--- config.mk ---
export PLATFORM = sky130hd
export DESIGN_NAME = fifo_120b
export DESIGN_NICKNAME = d
export VERILOG_FILES = /design/src/rtl/fifo_120b.sv
export SDC_FILE = /design/constraint.sdc
export NUM_CORES = 1
export LEC_CHECK = 0
export CELL_PAD_IN_SITES_DETAIL_PLACEMENT = 1
export CELL_PAD_IN_SITES_GLOBAL_PLACEMENT = 1
export CORE_MARGIN = 2
export CORE_UTILIZATION = 40
export CTS_BUF_LIST = sky130_fd_sc_hd__clkbuf_8
export CTS_CLUSTER_SIZE = 28
export DETAILED_ROUTE_END_ITERATION = 7
export PLACE_DENSITY_LB_ADDON = 0.15
export SLEW_MARGIN = 20
export SYNTH_ARGS = -nofsm -noshare
export SYNTH_HDL_FRONTEND = slang
export SYNTH_SLANG_ARGS = --single-unit
--- constraint.sdc ---
create_clock -name clk -period 1.2 [get_ports clk]
set_clock_uncertainty 0.1 [all_clocks]
set_input_delay 0.12 -clock clk [delete_from_list [all_inputs] [get_ports clk]]
set_output_delay 0.12 -clock clk [all_outputs]
set_load 0.01 [all_outputs]
--- src/rtl/fifo_120b.sv ---
// fifo_120b: 15 x 8-bit single-clock FIFO for PCM audio samples.
// Registered read port, count/full/empty status, overflow/underflow pulses.
module fifo_120b #(
  parameter int DATA_WIDTH = 8,
  parameter int DEPTH      = 15,
  parameter int CNT_WIDTH  = 4
) (
  input  logic                  clk,
  input  logic                  reset,
  input  logic                  wr,
  input  logic                  rd,
  input  logic [DATA_WIDTH-1:0] din,
  output logic [DATA_WIDTH-1:0] dout,
  output logic                  empty,
  output logic                  full,
  output logic [CNT_WIDTH-1:0]  count,
  output logic                  overflow,
  output logic                  underflow
);

  localparam int PW = $clog2(DEPTH);
  localparam logic [PW-1:0] LAST = PW'(DEPTH - 1);
  localparam logic [CNT_WIDTH-1:0] FULLV = CNT_WIDTH'(DEPTH);

  logic [DATA_WIDTH-1:0] mem [DEPTH];
  logic [PW-1:0]         wptr;
  logic [PW-1:0]         rptr;
  logic [1:0]            rsync;
  logic                  rst_n;
  logic                  wen;
  logic                  ren;

  // Assert immediately, release two edges after reset rises.
  always_ff @(posedge clk or negedge reset) begin
    if (!reset) rsync <= 2'b00;
    else        rsync <= {rsync[0], 1'b1};
  end

  assign rst_n = rsync[1];

  function automatic logic [PW-1:0] nxt(input logic [PW-1:0] p);
    return (p == LAST) ? '0 : p + 1'b1;
  endfunction

  assign empty = (count == '0);
  assign full  = (count == FULLV);

  // When full, a concurrent read frees the slot the write lands in.
  assign ren = rd & ~empty;
  assign wen = wr & (~full | rd);

  always_ff @(posedge clk) begin
    if (wen) mem[wptr] <= din;
  end

  always_ff @(posedge clk or negedge rst_n) begin
    if (!rst_n) begin
      wptr      <= '0;
      rptr      <= '0;
      count     <= '0;
      dout      <= '0;
      overflow  <= 1'b0;
      underflow <= 1'b0;
    end else begin
      overflow  <= wr & ~wen;
      underflow <= rd & ~ren;
      if (wen) wptr <= nxt(wptr);
      if (ren) begin
        rptr <= nxt(rptr);
        dout <= mem[rptr];
      end
      unique case (1'b1)
        wen & ~ren: count <= count + 1'b1;
        ren & ~wen: count <= count - 1'b1;
        default:    count <= count;
      endcase
    end
  end

endmodule

======== Yosys cells after proc, flatten, opt, wreduce, memory -nomap -nowiden ========
Memories as Yosys holds them, arrays and structs flattened. A register that Yosys moved wholly into a read port is not among the register bits.
Cells that the tools add are included.
word-level totals
  flip-flop bits (word level) ............. 16
  RAM bits ................................ 120
  memories kept ........................... 1
  word-level logic and storage cells ...... 33
  output and inout bits ................... 16
  input bits .............................. 12
operators by class
  reduce and logical (&&, ||, !) cells .... 3
  mux-type cells .......................... 5
  equal/unequal tests ..................... 3
  add/subtract/negate cells ............... 4
  bitwise logic cells ..................... 11
memory list
  name  words  bits a word  read ports  clocked after Yosys merged registers in  wr ports  RTL line  source
  mem   15     8            1           1                                        1         25        logic [DATA_WIDTH-1:0] mem [DEPTH];
operators by type and width
  cell                 count
  $add 4x1->4 const B  3
  $eq 4x4->1 const B   3
  $mux 4               2
  $pmux 4 s2           1
  $and 1x1->1          6
  $logic_not 4->1      1
  $not 1->1            4
  $sub 4x1->4 const B  1
  $mux 1               2
  $reduce_bool 2->1    1
  $logic_not 1->1      1
  $or 1x1->1           1

======== Logic depth before layout (Yosys ltp) ========
Gate-level depths: netlist of run 1.
  depth in word-level cells ............... 7
  depth in mapped cells ................... 10
  gate-level depth less buffers ........... 9

======== Worst setup path after synthesis of run 1 ========
No wires, ideal clock.
  kind .................................... register -> register
  start ................................... register count[0]
  end ..................................... register count[3]
  data required time ...................... 1.020 ns
  period minus slack after synthesis ...... 2.643 ns
  library setup time ...................... 0.080 ns
  setup slack ............................. -1.443 ns
  buffers on the path ..................... 1
  stages on the path, launching flop included .. 11
  data arrival time ....................... 2.463 ns
  cells stage by stage .................... dfrtp_1 nor4_4 or2b_4 inv_2 buf_4 ha_1 ha_1 a21o_1 a21oi_1 mux2i_1 xnor2_1
on the way
  elaborated cells on any way between the ends .. 15
  classes of those cells .................. add/sub (2); eq/ne (1); mux (1); bitwise (9); reduce/logical (2)
RTL lines
  element                                          RTL line  source
  start: declaration                               16        output logic [CNT_WIDTH-1:0] count,
  start signal: assignment                         73        wen & ~ren: count <= count + 1'b1;
  start signal: assignment                         74        ren & ~wen: count <= count - 1'b1;
  start signal: assignment                         75        default: count <= count;
  $logic_not 4->1 (*)                              45        assign empty = (count == '0);
  named net empty                                  14        output logic empty,
  $not 1->1 (*)                                    49        assign ren = rd & ~empty;
  $and 1x1->1 (*)                                  49
  named net ren                                    31        logic ren;
  $not 1->1                                        73
  $and 1x1->1                                      73
  $pmux 4 s2 or $reduce_bool 2->1 (tied branches)  --
Mark *: on every way through the listed nets, which the timed path passes. The rest lies on a longest branch.
A chain may end at the register's enable or synchronous reset.

======== Worst setup path in the final report of run 1 ========
  start ................................... register count[3]
  end ..................................... register count[1]
on the way
  word-level cells in the longest chain between the ends .. 7
  elaborated cells on any way between the ends .. 13
  classes of those cells .................. eq/ne (1); mux (1); bitwise (9); reduce/logical (2)
ends and longest elaborated chain
  element                                          RTL line  source
  $eq 4x4->1                                       46        assign full = (count == FULLV);
  $not 1->1                                        50        assign wen = wr & (~full | rd);
  $or 1x1->1                                       50
  $and 1x1->1                                      50
  $not 1->1                                        74
  $and 1x1->1                                      74
  $pmux 4 s2 or $reduce_bool 2->1 (tied branches)  --
Parallel ways exist; a longest one is shown, timed or not.

==> results of run 1 <==
[routing by layer]
metal,share of wire [%],wire length [µm],GRT usage (%),vias to the layer above
li1,-,-,-,1586
met1,43,6410,26.9,1822
met2,51,7570,31.1,85
met3,4.3,640,4.77,15
met4,1.1,170,5.95,0
met5,0,0,0,-
[worst min-delay path by stage]
stage | depth (start not counted) | endpoint | start | slack (ps)
6_report | 1 | wptr[1]$_DFFE_PN0P_ | rsync[1]$_DFF_PN0_ | 150
5_1_grt | 1 | wptr[1]$_DFFE_PN0P_ | rsync[1]$_DFF_PN0_ | 190
4_1_cts | 1 | wptr[3]$_DFFE_PN0P_ | rsync[1]$_DFF_PN0_ | 170
3_5_place_dp | 1 | wptr[3]$_DFFE_PN0P_ | rsync[1]$_DFF_PN0_ | 160
3_3_place_gp | 1 | dout[3]$_DFFE_PN0P_ | rsync[1]$_DFF_PN0_ | 150
2_1_floorplan | 0 | rsync[0]$_DFF_PN0_ | reset | -280
[cells by family after synthesis]
kind of cell / share of synthesized area, %
XOR/XNOR: 0.451
other: 0.0644
adder cells (fa/ha/maj): 0.988
flip-flops: 72.2
multiplexers: 10.8
AO/OA/AOI/OAI: 7.18
buffers and inverters: 2.84
AND/OR/NAND/NOR: 5.46
[metrics by stage]
stage	cells	setup TNS, ps	instance area (µm²)	utilization (%)
2_1_floorplan	335	-91150	6070	-
3_3_place_gp	602	-91870	7170	49.9
3_5_place_dp	602	-95040	7170	49.9
4_1_cts	647	-88130	7890	54.9
5_1_grt	663	-104550	8230	57.3
6_report	663	-96730	8230	57.3
[synthesized netlist by cell type (3+ instances only)]
library cell / instances / area (µm²)
a21o_1: 3 / 22.5
dfrtp_1: 24 / 601
buf_4: 5 / 37.5
inv_1: 5 / 18.8
o21ai_0: 19 / 95.1
mux2i_1: 18 / 180
ha_1: 3 / 37.5
clkbuf_1: 8 / 30.0
a31oi_1: 11 / 68.8
a21oi_1: 3 / 15.0
a22oi_1: 6 / 45.0
nor4_1: 4 / 25.0
nand2_1: 12 / 45.0
nor3_1: 5 / 25.0
nor2_1: 19 / 71.3
edfxtp_1: 120 / 3600
mux4_2: 19 / 428
o22ai_1: 4 / 25.0
[registers in the layout, summed over array words and instances (netlist names)]
signal,flops
mem,120
rptr,4
count,4
overflow,1
rsync,2
dout,8
wptr,4
underflow,1
[final cells by class]
type / count / area, µm²
clock buffer: 17 / 234
clock inverter: 15 / 274
fill: 1320 / 6130
inverter: 6 / 30.0
multi-input combinational: 165 / 1860
sequential: 144 / 4210
tap: 184 / 230
timing repair buffer: 132 / 1400
[worst max-delay path: stages, from the launching register on]
cell	delay, ps
dfrtp_2	410
nand4_1	220
o21ai_4	260
ha_4	190
buf_4	110
buf_6	100
inv_4	30
fa_2	550
mux2i_1	70
[repair_timing]
item / in CTS / in global routing
setup endpoints to repair: 157 / 158
buffers inserted: 15 / 22
resized for setup: 89 / 53
hold buffers: 1 / 0
gates cloned: 1 / 1
pin swaps: 8 / 15
hold endpoints to repair: 2 / 0
[power by group through the flow]
stage	Clock, mW	Combinational [mW]	Sequential, mW
after detailed placement	0	6.71	6.68
final	4.88	8.18	6.58
after CTS	4.93	7.17	6.59
after floorplan	0	3.86	6.68
after global placement	0	6.61	6.63
after global routing	5.13	8.77	6.64
==> metrics, run 1 <==
Setup crit start=count[3]$_DFFE_PN0P_; outcome=complete, but fails checks; Iter 0 DRT Violations=224; critical setup path kind=flip-flop to flip-flop; Data arrival, critical path=2380 ps; FP Rows=44; worst vdd ir=0.00121 V; cells after synthesis=335; commonest non-fill, non-tap cell in the layout=edfxtp_1; die extent in y=125 µm; CP max FO=3; Synth Area per Inst=17.4 µm²; Syn-to-layout area delta=41.4%; Post-synth EDFFs=120; clock share of power=24.8%; final worst setup slack=-952 ps; initial core utilization=40.5%; unrepaired setup endpoints after global routing=true; Synthesis Warnings=0; worst path required time=1430 ps; commonest non-fill, non-tap cells in the layout=edfxtp_1, buf_4, buf_6; Primary FF master, synth=edfxtp_1; P_int=13.5 mW; LEAKAGE=2.96 nW; share of post-route cells with drive strength above 1=48.2%; post-route ant nets=0; vias per inst=5.29; Critical Path Sink Type=flip-flop; hpwl dp=9.39 mm; CTS tree=done; Vias=3508; Switch Pwr=6.18 mW; Max-Cap Viols=0; fin. max-slew vios=0; Seq/Total Area, Yosys=72.2%; number of global-route vias before repair=3684; HP Class=flip-flop to async pin; post-place setup slack=-952 ps; R2R Setup Slk=-950 ps; Synth Register Bits=144; core area=14400 µm²; PD cells=2390 nW/µm²; mapped cell area=5820 µm²; Netlist cell types=53; antenna cells=0; fin crit share=179%; sequential power share=33.5%; clk sinks=144; initial antenna violation count=0; crit path to=count[1]$_DFFE_PN0P_; Root Buffer=clkbuf_8; failing checks=setup timing; CTS clock-pin slew for the worst setup and hold paths=80 ps; Final #Nets=482; CTS Buf Count=17; startpoint class of the critical path=flip-flop; routed length per instance=22.3 µm; R2R depth=8; IO buf count=27; post-route minimum period=2150 ps; total power=19.6 mW; worst r2r src=count[3]$_DFFE_PN0P_; Worst R2R End=count[1]$_DFFE_PN0P_; # setup viols final=150; maximum number of pins on one net before global-route repair=23; worst hold margin=149 ps; htree depth=4; I/O pin count=28; die width=125 µm; first-pass GRT wire length=22.4 mm; Max Root-Sink Buffers=2; DRC viols=0; FFs w/ async S/R, synth=16.7%; post-synth net total=351; Net Sw Frac=31.5%; Placer Congestion=0.751; clock latency on the worst-skew pair=450 ps; total gr overflow=0; total track usage=19.6%; Max Fclk=0.465 GHz; Logic pwr share=41.6%; total count of hold-check failures in the final report=0; die area=15500 µm²; drt first pass iters=4; final WL=14.8 mm
No activity file was read; power rests on OpenSTA's default activity.
==> run 2: changes to the inputs <==
--- a/config.mk
+++ b/config.mk
@@ -7,13 +7,15 @@
 export LEC_CHECK = 0
 export CELL_PAD_IN_SITES_DETAIL_PLACEMENT = 1
 export CELL_PAD_IN_SITES_GLOBAL_PLACEMENT = 1
+export CORE_ASPECT_RATIO = 0.5
 export CORE_MARGIN = 2
 export CORE_UTILIZATION = 40
 export CTS_BUF_LIST = sky130_fd_sc_hd__clkbuf_8
 export CTS_CLUSTER_SIZE = 28
 export DETAILED_ROUTE_END_ITERATION = 7
 export PLACE_DENSITY_LB_ADDON = 0.15
-export SLEW_MARGIN = 20
+export SKIP_CTS_REPAIR_TIMING = 1
+export SLEW_MARGIN = 5
 export SYNTH_ARGS = -nofsm -noshare
 export SYNTH_HDL_FRONTEND = slang
 export SYNTH_SLANG_ARGS = --single-unit
==> run 2 against run 1 <==
  * The flow still finishes with violations (setup timing)
  * Cell count unchanged
  * Critical path depth is 1 higher
  * Worst setup slack got worse by 56 ps
  * Critical path type unchanged
  * Largest power group unchanged
==> metrics, run 2 (synthesis gave the netlist of run 1 again) <==
post-route minimum period=2210 ps; finished layout cell area=7880 µm²; I/O pin count=28; htree depth=4; final worst setup slack=-1010 ps; post-route ant nets=0; unrepaired setup endpoints after global routing=true; initial antenna violation count=0; # setup viols final=148; critical setup path kind=flip-flop to flip-flop; die area=15600 µm²; Worst R2R End=count[3]$_DFFE_PN0P_; total gr overflow=0; fin. max-slew vios=0; Switch Pwr=6.04 mW; R2R depth=9; Max Fclk=0.453 GHz; clk sinks=144; worst r2r src=count[0]$_DFFE_PN0P_; FP Rows=31; total track usage=19.6%; IO buf count=27; max reg flops=120; commonest non-fill, non-tap cells in the layout=edfxtp_1, buf_4, mux4_2, buf_6; total power=18.3 mW; Placer Congestion=0.802; total count of hold-check failures in the final report=0; failing checks=setup timing; Final #Nets=468; Max Root-Sink Buffers=2; LEAKAGE=2.80 nW; CTS tree=done; Max-Cap Viols=0; vias per inst=5.29; final WL=14.5 mm; Logic pwr share=40.5%; die width=175 µm; fin crit share=184%; Syn-to-layout area delta=35.3%; maximum number of pins on one net before global-route repair=23; initial core utilization=40.6%; Vias=3510; DRC viols=0; CTS Buf Count=17; share of post-route cells with drive strength above 1=44.7%; most flop-heavy register=mem; sequential power share=36.3%; Net Sw Frac=33.0%; outcome=complete, but fails checks; clock share of power=23.3%; Critical Path Sink Type=flip-flop; number of global-route vias before repair=3742; Data arrival, critical path=2470 ps; commonest non-fill, non-tap cell in the layout=edfxtp_1; drt first pass iters=4; core area=14400 µm²; die extent in y=89.3 µm; P_int=12.3 mW; dpl cell area=7190 µm²; startpoint class of the critical path=flip-flop; worst vdd ir=0.00114 V; worst hold margin=136 ps; CTS clock-pin slew for the worst setup and hold paths=90 ps; HP Class=flip-flop to async pin; Iter 0 DRT Violations=347; Largest regs=mem x120, dout x8; final setup TNS=-97120 ps; first-pass GRT wire length=21.9 mm; antenna cells=0; Final Core Density=54.9%; clock latency on the worst-skew pair=440 ps; CP max FO=4; worst path required time=1460 ps; R2R Setup Slk=-1010 ps; PD cells=2320 nW/µm²; routed length per instance=21.8 µm; hpwl dp=9.85 mm; Root Buffer=clkbuf_8
-- run 2: cell count changes in the layout (fill, tap and decap cells not counted), sizes merged --
cell / before / now
clkinvlp: 0 / 1
bufinv: 8 / 4
buf: 117 / 91
clkbuf: 20 / 32
dlymetal6s2s: 0 / 1
inv: 9 / 11
-- run 2: stage by stage --
stage                     std cells  setup WS, ps
after global routing            663         -1110
after global placement          616          -925
final                           663         -1010
after CTS                       648         -1060
after detailed placement        616         -1030
after floorplan                 335         -1190
-- run 2: layer usage --
metal	vias to the layer above	part of all wire (%)	GRT usage [%]
li1	1563	-	-
met1	1852	46	26.2
met2	79	49	32.8
met3	16	4.3	4.17
met4	0	0.89	6.36
met5	-	0	0
-- run 2: how the worst max path moves through the flow --
stage	start	endpoint	slack [ps]
after CTS	count[2]$_DFFE_PN0P_	count[3]$_DFFE_PN0P_	-1060
after global routing	count[0]$_DFFE_PN0P_	count[3]$_DFFE_PN0P_	-1110
after floorplan	count[2]$_DFFE_PN0P_	count[3]$_DFFE_PN0P_	-1190
after detailed placement	count[2]$_DFFE_PN0P_	count[3]$_DFFE_PN0P_	-1030
final	count[0]$_DFFE_PN0P_	count[3]$_DFFE_PN0P_	-1010
after global placement	rd	count[3]$_DFFE_PN0P_	-930
-- run 2: power by group through the flow --
stage | Combinational, mW | Sequential [mW] | Clock (mW)
after floorplan | 3.86 | 6.68 | 0
after global placement | 6.53 | 6.65 | 0
after detailed placement | 6.75 | 6.72 | 0
after CTS | 6.81 | 6.61 | 4.33
after global routing | 7.95 | 6.72 | 4.50
final | 7.41 | 6.65 | 4.26
-- run 2: critical path, stage by stage, from the launching register on --
cell     delay [ps]
dfrtp_2         440
nor4_4          310
or2b_4          180
inv_4            40
ha_4            160
ha_4            200
a21o_1          160
a21oi_2         150
mux2i_1         230
xnor2_1         140
-- run 2: area by class of cell --
cell class | count | area [µm²]
fillers | 1341 | 6470
clock inverters | 14 | 189
inverters | 6 | 25.0
flip-flops and latches | 144 | 4210
well taps | 198 | 248
repair buffers | 118 | 1210
clock buffers | 18 | 248
multi-input cells | 165 | 1750
